<file path="src/rtl/ifm_buf_pkg.sv">
// Shared encodings and default geometry for the input feature-map window buffer.
package ifm_buf_pkg;

   localparam int IFM_INPUT_WIDTH  = 32;
   localparam int IFM_OUTPUT_WIDTH = 8;
   localparam int IFM_INPUT_REG    = 3;
   localparam int IFM_PE_ARR_SIZE  = 9;
   localparam int IFM_POOL_SIZE    = 4;

   typedef enum logic [1:0] {
      LAYER_NONE  = 2'b00,
      LAYER_CONV  = 2'b01,
      LAYER_POOL  = 2'b10,
      LAYER_FULLY = 2'b11
   } layer_t;

   typedef enum logic [2:0] {
      SHIFT_RIGHT     = 3'b001,
      SHIFT_DOWN      = 3'b010,
      SHIFT_LEFT      = 3'b100,
      SHIFT_NO_CHANGE = 3'b101,
      SHIFT_ALL       = 3'b111
   } shift_t;

   // Row register operations. SHL moves columns toward column 0 and inserts
   // at the last column; SHR moves columns away from column 0 and inserts at 0.
   typedef enum logic [1:0] {
      ROW_HOLD = 2'b00,
      ROW_LOAD = 2'b01,
      ROW_SHL  = 2'b10,
      ROW_SHR  = 2'b11
   } row_op_t;

   // Side length of a square pooling region holding n elements.
   function automatic int pool_dim(input int n);
      int d;
      d = 1;
      while (d * d < n) d++;
      return d;
   endfunction

endpackage

</file>
<file path="src/rtl/ifm_row_shifter.sv">
// One window row: a small byte register with parallel load and one-byte
// shift-in from either end. Column 0 sits at the least significant element.
module ifm_row_shifter
   import ifm_buf_pkg::*;
#(
   parameter int BYTE_W  = 8,
   parameter int ROW_LEN = 3
)(
   input  logic                           clk,
   input  logic                           rst_n,
   input  row_op_t                        i_op,
   input  logic [ROW_LEN-1:0][BYTE_W-1:0] i_load_data,
   input  logic [BYTE_W-1:0]              i_shift_in,
   output logic [ROW_LEN-1:0][BYTE_W-1:0] o_row
);

   logic [ROW_LEN-1:0][BYTE_W-1:0] r_row;

   // Row storage: load, shift toward column 0, shift away from column 0, or hold.
   always_ff @(posedge clk or negedge rst_n) begin
      if (!rst_n) begin
         r_row <= '0;
      end else begin
         case (i_op)
            ROW_LOAD: r_row <= i_load_data;
            ROW_SHL:  r_row <= {i_shift_in, r_row[ROW_LEN-1:1]};
            ROW_SHR:  r_row <= {r_row[ROW_LEN-2:0], i_shift_in};
            default:  r_row <= r_row;
         endcase
      end
   end

   assign o_row = r_row;

endmodule

</file>
<file path="src/rtl/ifm_buffer.sv">
// Input feature-map window buffer: stages one word per row, then moves the
// staged bytes into a registered 3x3 window according to layer type and shift
// mode. Optional load counter is built only when IFM_BUF_LOAD_CNT_EN is defined.
module ifm_buffer
   import ifm_buf_pkg::*;
#(
   parameter int INPUT_WIDTH  = IFM_INPUT_WIDTH,
   parameter int OUTPUT_WIDTH = IFM_OUTPUT_WIDTH,
   parameter int INPUT_REG    = IFM_INPUT_REG,
   parameter int PE_ARR_SIZE  = IFM_PE_ARR_SIZE,
   parameter int POOL_SIZE    = IFM_POOL_SIZE
)(
   input  logic                                          clk,
   input  logic                                          rst_n,
   input  logic [1:0]                                    layer_type,
   input  logic [2:0]                                    shift_mode,
   input  logic                                          ifm_read,
   input  logic                                          ifm_load,
   input  logic signed [INPUT_REG-1:0][INPUT_WIDTH-1:0]  ifm_input,
   output logic signed [PE_ARR_SIZE-1:0][OUTPUT_WIDTH-1:0] ifm_output,
   output logic [7:0]                                    counter_var
);

   localparam int ROW_LEN    = PE_ARR_SIZE / INPUT_REG;
   localparam int WORD_BYTES = INPUT_WIDTH / OUTPUT_WIDTH;
   localparam int POOL_DIM   = pool_dim(POOL_SIZE);

   logic [INPUT_REG-1:0][INPUT_WIDTH-1:0]                  r_stage;
   logic [INPUT_REG-1:0][WORD_BYTES-1:0][OUTPUT_WIDTH-1:0] w_sbyte;
   logic [INPUT_REG-1:0][ROW_LEN-1:0][OUTPUT_WIDTH-1:0]    w_win;
   logic [INPUT_REG-1:0][ROW_LEN-1:0][OUTPUT_WIDTH-1:0]    w_next_row;
   logic [INPUT_REG-1:0][ROW_LEN-1:0][OUTPUT_WIDTH-1:0]    w_fully_row;
   logic                                                   w_unused_bits;

   // Staging words; a load always consumes the value held before its edge.
   always_ff @(posedge clk or negedge rst_n) begin
      if (!rst_n) begin
         r_stage <= '0;
      end else if (ifm_read) begin
         r_stage <= ifm_input;
      end
   end

   // The top byte of the last staged word is never selected by any mode.
   assign w_unused_bits = ^w_sbyte[INPUT_REG-1][WORD_BYTES-1];

   genvar gi, gc;
   generate
      for (gi = 0; gi < INPUT_REG; gi++) begin : g_row
         row_op_t                             w_row_op;
         logic [ROW_LEN-1:0][OUTPUT_WIDTH-1:0] w_row_data;
         logic [OUTPUT_WIDTH-1:0]              w_row_in;

         assign w_sbyte[gi] = r_stage[gi];

         // DOWN source: the row below, or fresh staged bytes for the bottom row.
         if (gi < INPUT_REG - 1) begin : g_mid
            assign w_next_row[gi] = w_win[gi+1];
         end else begin : g_bottom
            for (gc = 0; gc < ROW_LEN; gc++) begin : g_col
               assign w_next_row[gi][gc] = w_sbyte[gi][ROW_LEN-1-gc];
            end
         end

         // FULLY packs staged bytes in order across the flattened window.
         for (gc = 0; gc < ROW_LEN; gc++) begin : g_fully
            localparam int E = gi * ROW_LEN + gc;
            assign w_fully_row[gi][gc] = w_sbyte[E / WORD_BYTES][E % WORD_BYTES];
         end

         // Per-row operation select from layer type and shift mode.
         always_comb begin
            w_row_op   = ROW_HOLD;
            w_row_data = '0;
            w_row_in   = '0;
            if (ifm_load) begin
               case (layer_type)
                  LAYER_CONV: begin
                     case (shift_mode)
                        SHIFT_ALL: begin
                           w_row_op = ROW_LOAD;
                           for (int c = 0; c < ROW_LEN; c++)
                              w_row_data[c] = w_sbyte[gi][ROW_LEN-1-c];
                        end
                        SHIFT_RIGHT: begin
                           w_row_op = ROW_SHL;
                           w_row_in = w_sbyte[gi][0];
                        end
                        SHIFT_LEFT: begin
                           w_row_op = ROW_SHR;
                           w_row_in = w_sbyte[gi][ROW_LEN-1];
                        end
                        SHIFT_DOWN: begin
                           w_row_op   = ROW_LOAD;
                           w_row_data = w_next_row[gi];
                        end
                        default: ;
                     endcase
                  end
                  LAYER_POOL: begin
                     // Any real pooling move rewrites the whole row so that
                     // everything outside the 2x2 region is forced to zero.
                     if (shift_mode == SHIFT_ALL || shift_mode == SHIFT_RIGHT ||
                         shift_mode == SHIFT_LEFT || shift_mode == SHIFT_DOWN) begin
                        w_row_op = ROW_LOAD;
                        if (gi < POOL_DIM) begin
                           case (shift_mode)
                              SHIFT_ALL: begin
                                 w_row_data[0] = w_sbyte[gi][1];
                                 w_row_data[1] = w_sbyte[gi][0];
                              end
                              SHIFT_RIGHT: begin
                                 w_row_data[0] = w_win[gi][1];
                                 w_row_data[1] = w_sbyte[gi][0];
                              end
                              SHIFT_LEFT: begin
                                 w_row_data[0] = w_sbyte[gi][1];
                                 w_row_data[1] = w_win[gi][0];
                              end
                              default: begin
                                 if (gi < POOL_DIM - 1) begin
                                    w_row_data[0] = w_next_row[gi][0];
                                    w_row_data[1] = w_next_row[gi][1];
                                 end else begin
                                    w_row_data[0] = w_sbyte[gi][1];
                                    w_row_data[1] = w_sbyte[gi][0];
                                 end
                              end
                           endcase
                        end
                     end
                  end
                  LAYER_FULLY: begin
                     w_row_op   = ROW_LOAD;
                     w_row_data = w_fully_row[gi];
                  end
                  default: ;
               endcase
            end
         end

         ifm_row_shifter #(
            .BYTE_W  (OUTPUT_WIDTH),
            .ROW_LEN (ROW_LEN)
         ) u_row (
            .clk         (clk),
            .rst_n       (rst_n),
            .i_op        (w_row_op),
            .i_load_data (w_row_data),
            .i_shift_in  (w_row_in),
            .o_row       (w_win[gi])
         );

         assign ifm_output[gi*ROW_LEN +: ROW_LEN] = w_win[gi];
      end
   endgenerate

`ifdef IFM_BUF_LOAD_CNT_EN
   logic       w_load_accept;
   logic [7:0] r_load_cnt;

   assign w_load_accept = ifm_load && (layer_type != LAYER_NONE);

   // Count accepted loads, wrapping naturally at 8 bits.
   always_ff @(posedge clk or negedge rst_n) begin
      if (!rst_n) begin
         r_load_cnt <= '0;
      end else if (w_load_accept) begin
         r_load_cnt <= r_load_cnt + 8'd1;
      end
   end

   assign counter_var = r_load_cnt;
`else
   assign counter_var = 8'd0;
`endif

endmodule

</file>
<file path="config.mk">
export PLATFORM = sky130hd
export DESIGN_NAME = ifm_buffer
export DESIGN_NICKNAME = d
export VERILOG_FILES = /design/src/rtl/ifm_buf_pkg.sv /design/src/rtl/ifm_row_shifter.sv /design/src/rtl/ifm_buffer.sv
export SDC_FILE = /design/constraint.sdc
export NUM_CORES = 1
export LEC_CHECK = 0
export ABC_CLOCK_PERIOD_IN_PS = 1400
export CAP_MARGIN = 20
export CORE_ASPECT_RATIO = 0.6
export CORE_MARGIN = 1
export CORE_UTILIZATION = 48
export DETAILED_ROUTE_END_ITERATION = 7
export GPL_TIMING_DRIVEN = 1
export HOLD_SLACK_MARGIN = 0.12
export PLACE_DENSITY = 0.81
export SYNTH_ARGS = -nofsm -noshare
export SYNTH_HDL_FRONTEND = slang
export SYNTH_SLANG_ARGS = --single-unit
</file>
<file path="constraint.sdc">
create_clock -name clk -period 1.4 [get_ports clk]
set_input_delay 0.28 -clock clk [delete_from_list [all_inputs] [get_ports clk]]
set_output_delay 0.28 -clock clk [all_outputs]
set_load 0.02 [all_outputs]
</file>
* Word level (Yosys, flattened, before mapping) *
Index checks and enable logic that the tools add are counted.

cells by class
  equal/unequal tests = 10
  multiplexer cells = 31
  reductions and logical operators = 5

operators with widths
  cell                                                 number
  one-hot mux 24 bit (3 select lines)                  3
  one-hot mux 16 bit (3 select lines)                  3
  one-hot mux 24 bit (2 select lines)                  3
  two-way mux 24 bit                                   4
  one-hot mux 8 bit (2 select lines)                   5
  two-way mux 8 bit                                    6
  two-way mux 16 bit                                   2
  one-hot mux 16 bit (2 select lines)                  1
  one-hot mux 2 bit (3 select lines)                   2
  equality test 2 bit, second input constant           4
  equality test 3 bit, second input constant           2
  equality test 2 x 1 -> 1 bit, second input constant  2
  equality test 3 x 1 -> 1 bit, second input constant  1
  equality test 3 x 2 -> 1 bit, second input constant  1
  logical OR 1 bit                                     3
  nonzero test 3 bit                                   1
  two-way mux 2 bit                                    1
  OR reduction 2 bit                                   1
  two-way mux 1 bit                                    1

storage, ports and cells
  flip-flop bits (word level) = 160
  bits of input ports = 105
  logic and storage cells = 58

* Depth between registers and ports, before layout *
  word-level depth = 9
  mapped depth = 9

* Modules after synthesis *
Synthesis repeated with hierarchy kept, for this count alone.

second synthesis, totals
  cell total of the unflattened synthesis = 763
  area, all modules = 9683.0 um2

modules (own cells, without submodules)
  module           instances  cells an instance  area each (um2)
  ifm_buffer       1          601                5936.9
  ifm_row_shifter  3          54                 1248.7

* Worst setup path before layout *
Ideal clock, no wire load.

  path kind = in2reg
  start point = input port shift_mode[0]
  end point = register g_row[1].u_row.r_row, in the netlist g_row[1].u_row.o_row[14]
  setup time = 0.130 ns
  arrival time = 1.653 ns
  required time = 1.270 ns
  path slack = -0.383 ns
  cell stages on the path = 8
  buffers on the path = 3
  cell sequence = buf_6 -> buf_4 -> nor3b_1 -> buf_2 -> mux2i_1 -> o221ai_1 -> a222oi_1 -> a21oi_1

between the ends
  longest elaborated chain between the ends = 9

RTL lines
  what                                                                       RTL line                                                text
  start, declared                                                            ifm_buffer.sv:16                                        input logic [2:0] shift_mode,
  equality test 3 bit or equality test 3 x 1 -> 1 bit (tied branches)        ifm_buffer.sv:79, ifm_buffer.sv:103, ifm_buffer.sv:107
  logical OR 1 bit (2 in a row)                                              ifm_buffer.sv:103                                       if (shift_mode == SHIFT_ALL || shift_mode == SHIFT_RIGHT ||
  logical OR 1 bit                                                           ifm_buffer.sv:104                                       shift_mode == SHIFT_LEFT || shift_mode == SHIFT_DOWN) begin
  two-way mux 1 bit                                                          ifm_buffer.sv:103
  one-hot mux 2 bit (3 select lines)                                         ifm_buffer.sv:77                                        case (layer_type)
  two-way mux 2 bit                                                          ifm_buffer.sv:76                                        if (ifm_load) begin
  equality test 2 bit or equality test 2 x 1 -> 1 bit (tied branches)        ifm_row_shifter.sv:24                                   case (i_op)
  one-hot mux 24 bit (3 select lines) or nonzero test 3 bit (tied branches)  -
  end signal, assigned                                                       ifm_row_shifter.sv:25                                   ROW_LOAD: r_row <= i_load_data;
  end signal, assigned                                                       ifm_row_shifter.sv:26                                   ROW_SHL: r_row <= {i_shift_in, r_row[ROW_LEN-1:1]};
  end signal, assigned                                                       ifm_row_shifter.sv:27                                   ROW_SHR: r_row <= {r_row[ROW_LEN-2:0], i_shift_in};
  end, declared                                                              ifm_row_shifter.sv:17                                   logic [ROW_LEN-1:0][BYTE_W-1:0] r_row;

Parallel ways exist; a longest one is shown, timed or not.
A chain may end at the register's enable or synchronous reset.

* Worst setup path after layout *
  start point = input port shift_mode[2]
  end point = register g_row[1].u_row.r_row, in the netlist g_row[1].u_row.o_row[11]

Same word-level chain as after synthesis.

==> metrics.md <==
| Metric | Value |
|---|---|
| Outcome | finished, violations left |
| Failing checks | design-rule violations, negative setup slack |
| Num CTS Buffers | 17 |
| Worst reg2reg endpoint | g_row[1].u_row.o_row[15] |
| Num ports | 185 |
| Startpoint class of the critical path | primary input |
| Die height | 112.3 um |
| Root Driver | clkbuf_16 |
| Ys flop type | dfrtp_1 |
| Total number of vias | 11424 |
| Core Area | just under 20000 um2 |
| Share of cells above drive strength 1 | 0.4414 |
| Critical path type | in -> reg |
| Num rows | 39 |
| Clock latency on the worst-skew pair | 450 ps |
| Die Span X | 185.9 um |
| Mapped cell area | between 9000 and 10000 um2 |
| Inst Count DP | 1589 |
| Synth Instances | roughly 1100 |
| Hold Fails Final Rpt | 0 |
| EDFF count, synth | 0 |
| IO Port Bufs | about 170 |
| # setup viols final | 60 |
| Max cap viols | 0 |
| Antenna violation net count after detailed routing | 0 |
| Final #Nets | 1526 |
| Vias in the first global route | 10665 |
| CTS clk-pin slew, worst paths | 80 ps |
| First-pass GRT wire length | 64570 um |
| Largest net degree at the start of global routing | 46 |
| Final worst clock skew | 15.24 ps |
| Worst r2r path cells | 4 |
| R2R Path Start | r_stage[39] |
| GRT overflow | 0 |
| Critical Path RT | 1710 ps |
| Reg2reg setup slack | -110 ps |
| Fillers | about 1300 |
| VDD IR-drop max | between 1 and 1.5 mV |
| Clock Path Buffers | 2 |
| Peak Freq | approximately 630 MHz |
| Design Area, Final | 15230 um2 |
| CP Max Fanout | 7 |
| Cell leakage power | 6.371 nW |
| WHS | 284.6 ps |
| Placed cell areas | 13120 um2 |
| Ys Warns | 0 |
| PD cells | roughly 1200 nW/um2 |
| Initial Util | 0.5013 |
| Routed wire length | 44780 um |
| Post-route core utilization | 0.7844 |
| Hold WC Path Type | in -> async |
| Total clock sinks | 160 |
| GR Util All Layers | 0.4186 |
| Yosys reg bits | between 150 and 200 |
| Yosys cell types | 64 |
| Period utilization | 1.131 |
| Initial DRT Pass Iterations | 8 |
| Sequential share of the synthesized area | 0.4113 |
| Wire per inst | 26.34 um |
| Setup ws final | -183.4 ps |
| N_diodes | 0 |
| Tmin final | 1583 ps |
| H-Tree Depth | 4 |
| Non-filler cells, final | 1700 |
| Crit path DAT | 1890 ps |
| Async SR Flop Fraction | 1.000 |
| Routed vias/inst | about 6.7 |
| Final Max Tran Viols | 0 |
| CTS tree | done |
| Die area | 20870 um2 |
| DRC viols | 2 |
| Crit. End Element | register |
| Syn_area_per_cell | 9.272 um2 |
| Setup repair after global routing missed its margin | true |
| Initial DRC Count | 1936 |
| Initial antenna violation count | 0 |
| Tot Pwr | 18.17 mW |
| Post-DP HPWL | 29490 um |
| Final RePlAce weighted congestion | 0.9651 |
| Area growth, synth to finish | 56.47% |
## metal layers
| layer | wire [um] | vias to the layer above | share of wire | track usage |
|---|---|---|---|---|
| met2 | 18580 | 1027 | 0.41 | 0.5881 |
| li1 | - | 4677 | - | - |
| met5 | 0 | - | 0 | 0 |
| met4 | 1712 | 0 | 0.038 | 0.1301 |
| met1 | 17630 | 5504 | 0.39 | 0.5992 |
| met3 | 6846 | 216 | 0.15 | 0.1483 |
## flip-flops by register name (all words and copies together) (netlist names)
signal             cells
r_stage               88
g_row.u_row.o_row     72
## cells in the mapped netlist, types with 12 or more instances
cell type,number,area [um2]
a21oi_1,98,490.5
nand3_1,30,150.1
clkbuf_1,45,168.9
o22ai_1,30,187.7
o2bb2ai_1,16,140.1
o21ai_0,34,170.2
nand3b_1,12,90.09
mux2i_1,21,210.2
a22oi_1,59,442.9
nand2_1,120,450.4
o221ai_1,19,166.4
o21ai_1,20,100.1
buf_4,21,157.7
nor2_1,86,322.8
dfrtp_1,160,4004
o22a_1,12,105.1
mux2_2,89,1002
buf_2,28,140.1
## cells by family (layout without fill, tap and decap cells)
family,count (synthesis),in the layout,synth area share
AO/OA/AOI/OAI,366,366,0.2569
AND/OR/NAND/NOR,296,296,0.1376
flip-flops,160,160,0.4113
buffers and inverters,113,490,0.06194
multiplexers,111,111,0.1257
XOR/XNOR,3,3,0.006169
other,1,8,0.0003852
## cell type report
cell class	instances	area [um2]	area share
sequential	160	4020	0.2639
clock buffer	18	439.2	0.02883
multi-input combinational	784	5867	0.3851
clock inverter	14	203.9	0.01339
timing repair buffer	454	4350	0.2856
inverter	4	20.02	0.001314
tap	266	332.8	0.02185
## through the flow
stage                     setup TNS, ps  setup slack [ps]
after floorplan                  -21610            -365.6
after global placement           -63780             -1041
after detailed placement         -66950             -1141
after CTS                        -592.1            -114.4
after global routing              -4529            -205.0
final                             -3760            -183.4
## power breakdown
group / leakage, nW / switching, mW / internal [mW]
Clock: 0.309 / 2.13 / 3.06
Sequential: 1.89 / 0.853 / 5.37
Combinational: 4.17 / 3.52 / 3.23
## cells in the final DEF (no fill, tap or decap), types with 5 or more instances in the layout
cell / n
a211oi_2: 8
nand2_2: 9
mux2i_1: 21
mux2_2: 88
nand2_1: 111
o22ai_1: 19
a221oi_2: 8
buf_4: 201
nor3_1: 6
a22oi_2: 12
buf_2: 54
a21oi_1: 81
o21ai_0: 17
buf_12: 33
o22ai_2: 10
buf_6: 49
o21ai_1: 29
buf_8: 5
and3_1: 8
o22a_1: 12
clkbuf_16: 22
nand3_1: 28
o221ai_2: 6
o2bb2ai_1: 13
nor2_2: 13
nor2_1: 71
conb_1: 8
a21oi_2: 15
dfrtp_2: 13
o221ai_1: 13
o21ai_2: 7
a222oi_1: 8
dfrtp_1: 147
a22oi_1: 47
clkdlybuf4s50_1: 88
nand3b_1: 12
a22o_1: 6
clkdlybuf4s15_2: 8
## worst max-delay path, cell delays in order
cell	delay, ps
buf_12	120
buf_12	130
xnor2_4	120
o32a_1	350
and2_4	220
buf_12	150
a222oi_1	370
a21oi_1	130
## worst max path at each step
stage	startpoint	to	slack [ps]
after floorplan	shift_mode[2]	g_row[0].u_row.o_row[10]	-370
after global placement	layer_type[1]	g_row[1].u_row.o_row[9]	-1040
after detailed placement	layer_type[1]	g_row[0].u_row.o_row[10]	-1140
after CTS	shift_mode[2]	g_row[0].u_row.o_row[23]	-110
after global routing	shift_mode[2]	g_row[1].u_row.o_row[15]	-210
final	shift_mode[2]	g_row[1].u_row.o_row[11]	-180
## repair_timing
item,CTS,global route
hold endpoints to repair,160,0
buffers inserted,51,23
gates cloned,7,4
resized for setup,374,165
hold buffers,1,0
endpoints found under the setup margin,144,103
pin swaps,26,56
No activity file was read; power rests on OpenSTA's default activity.
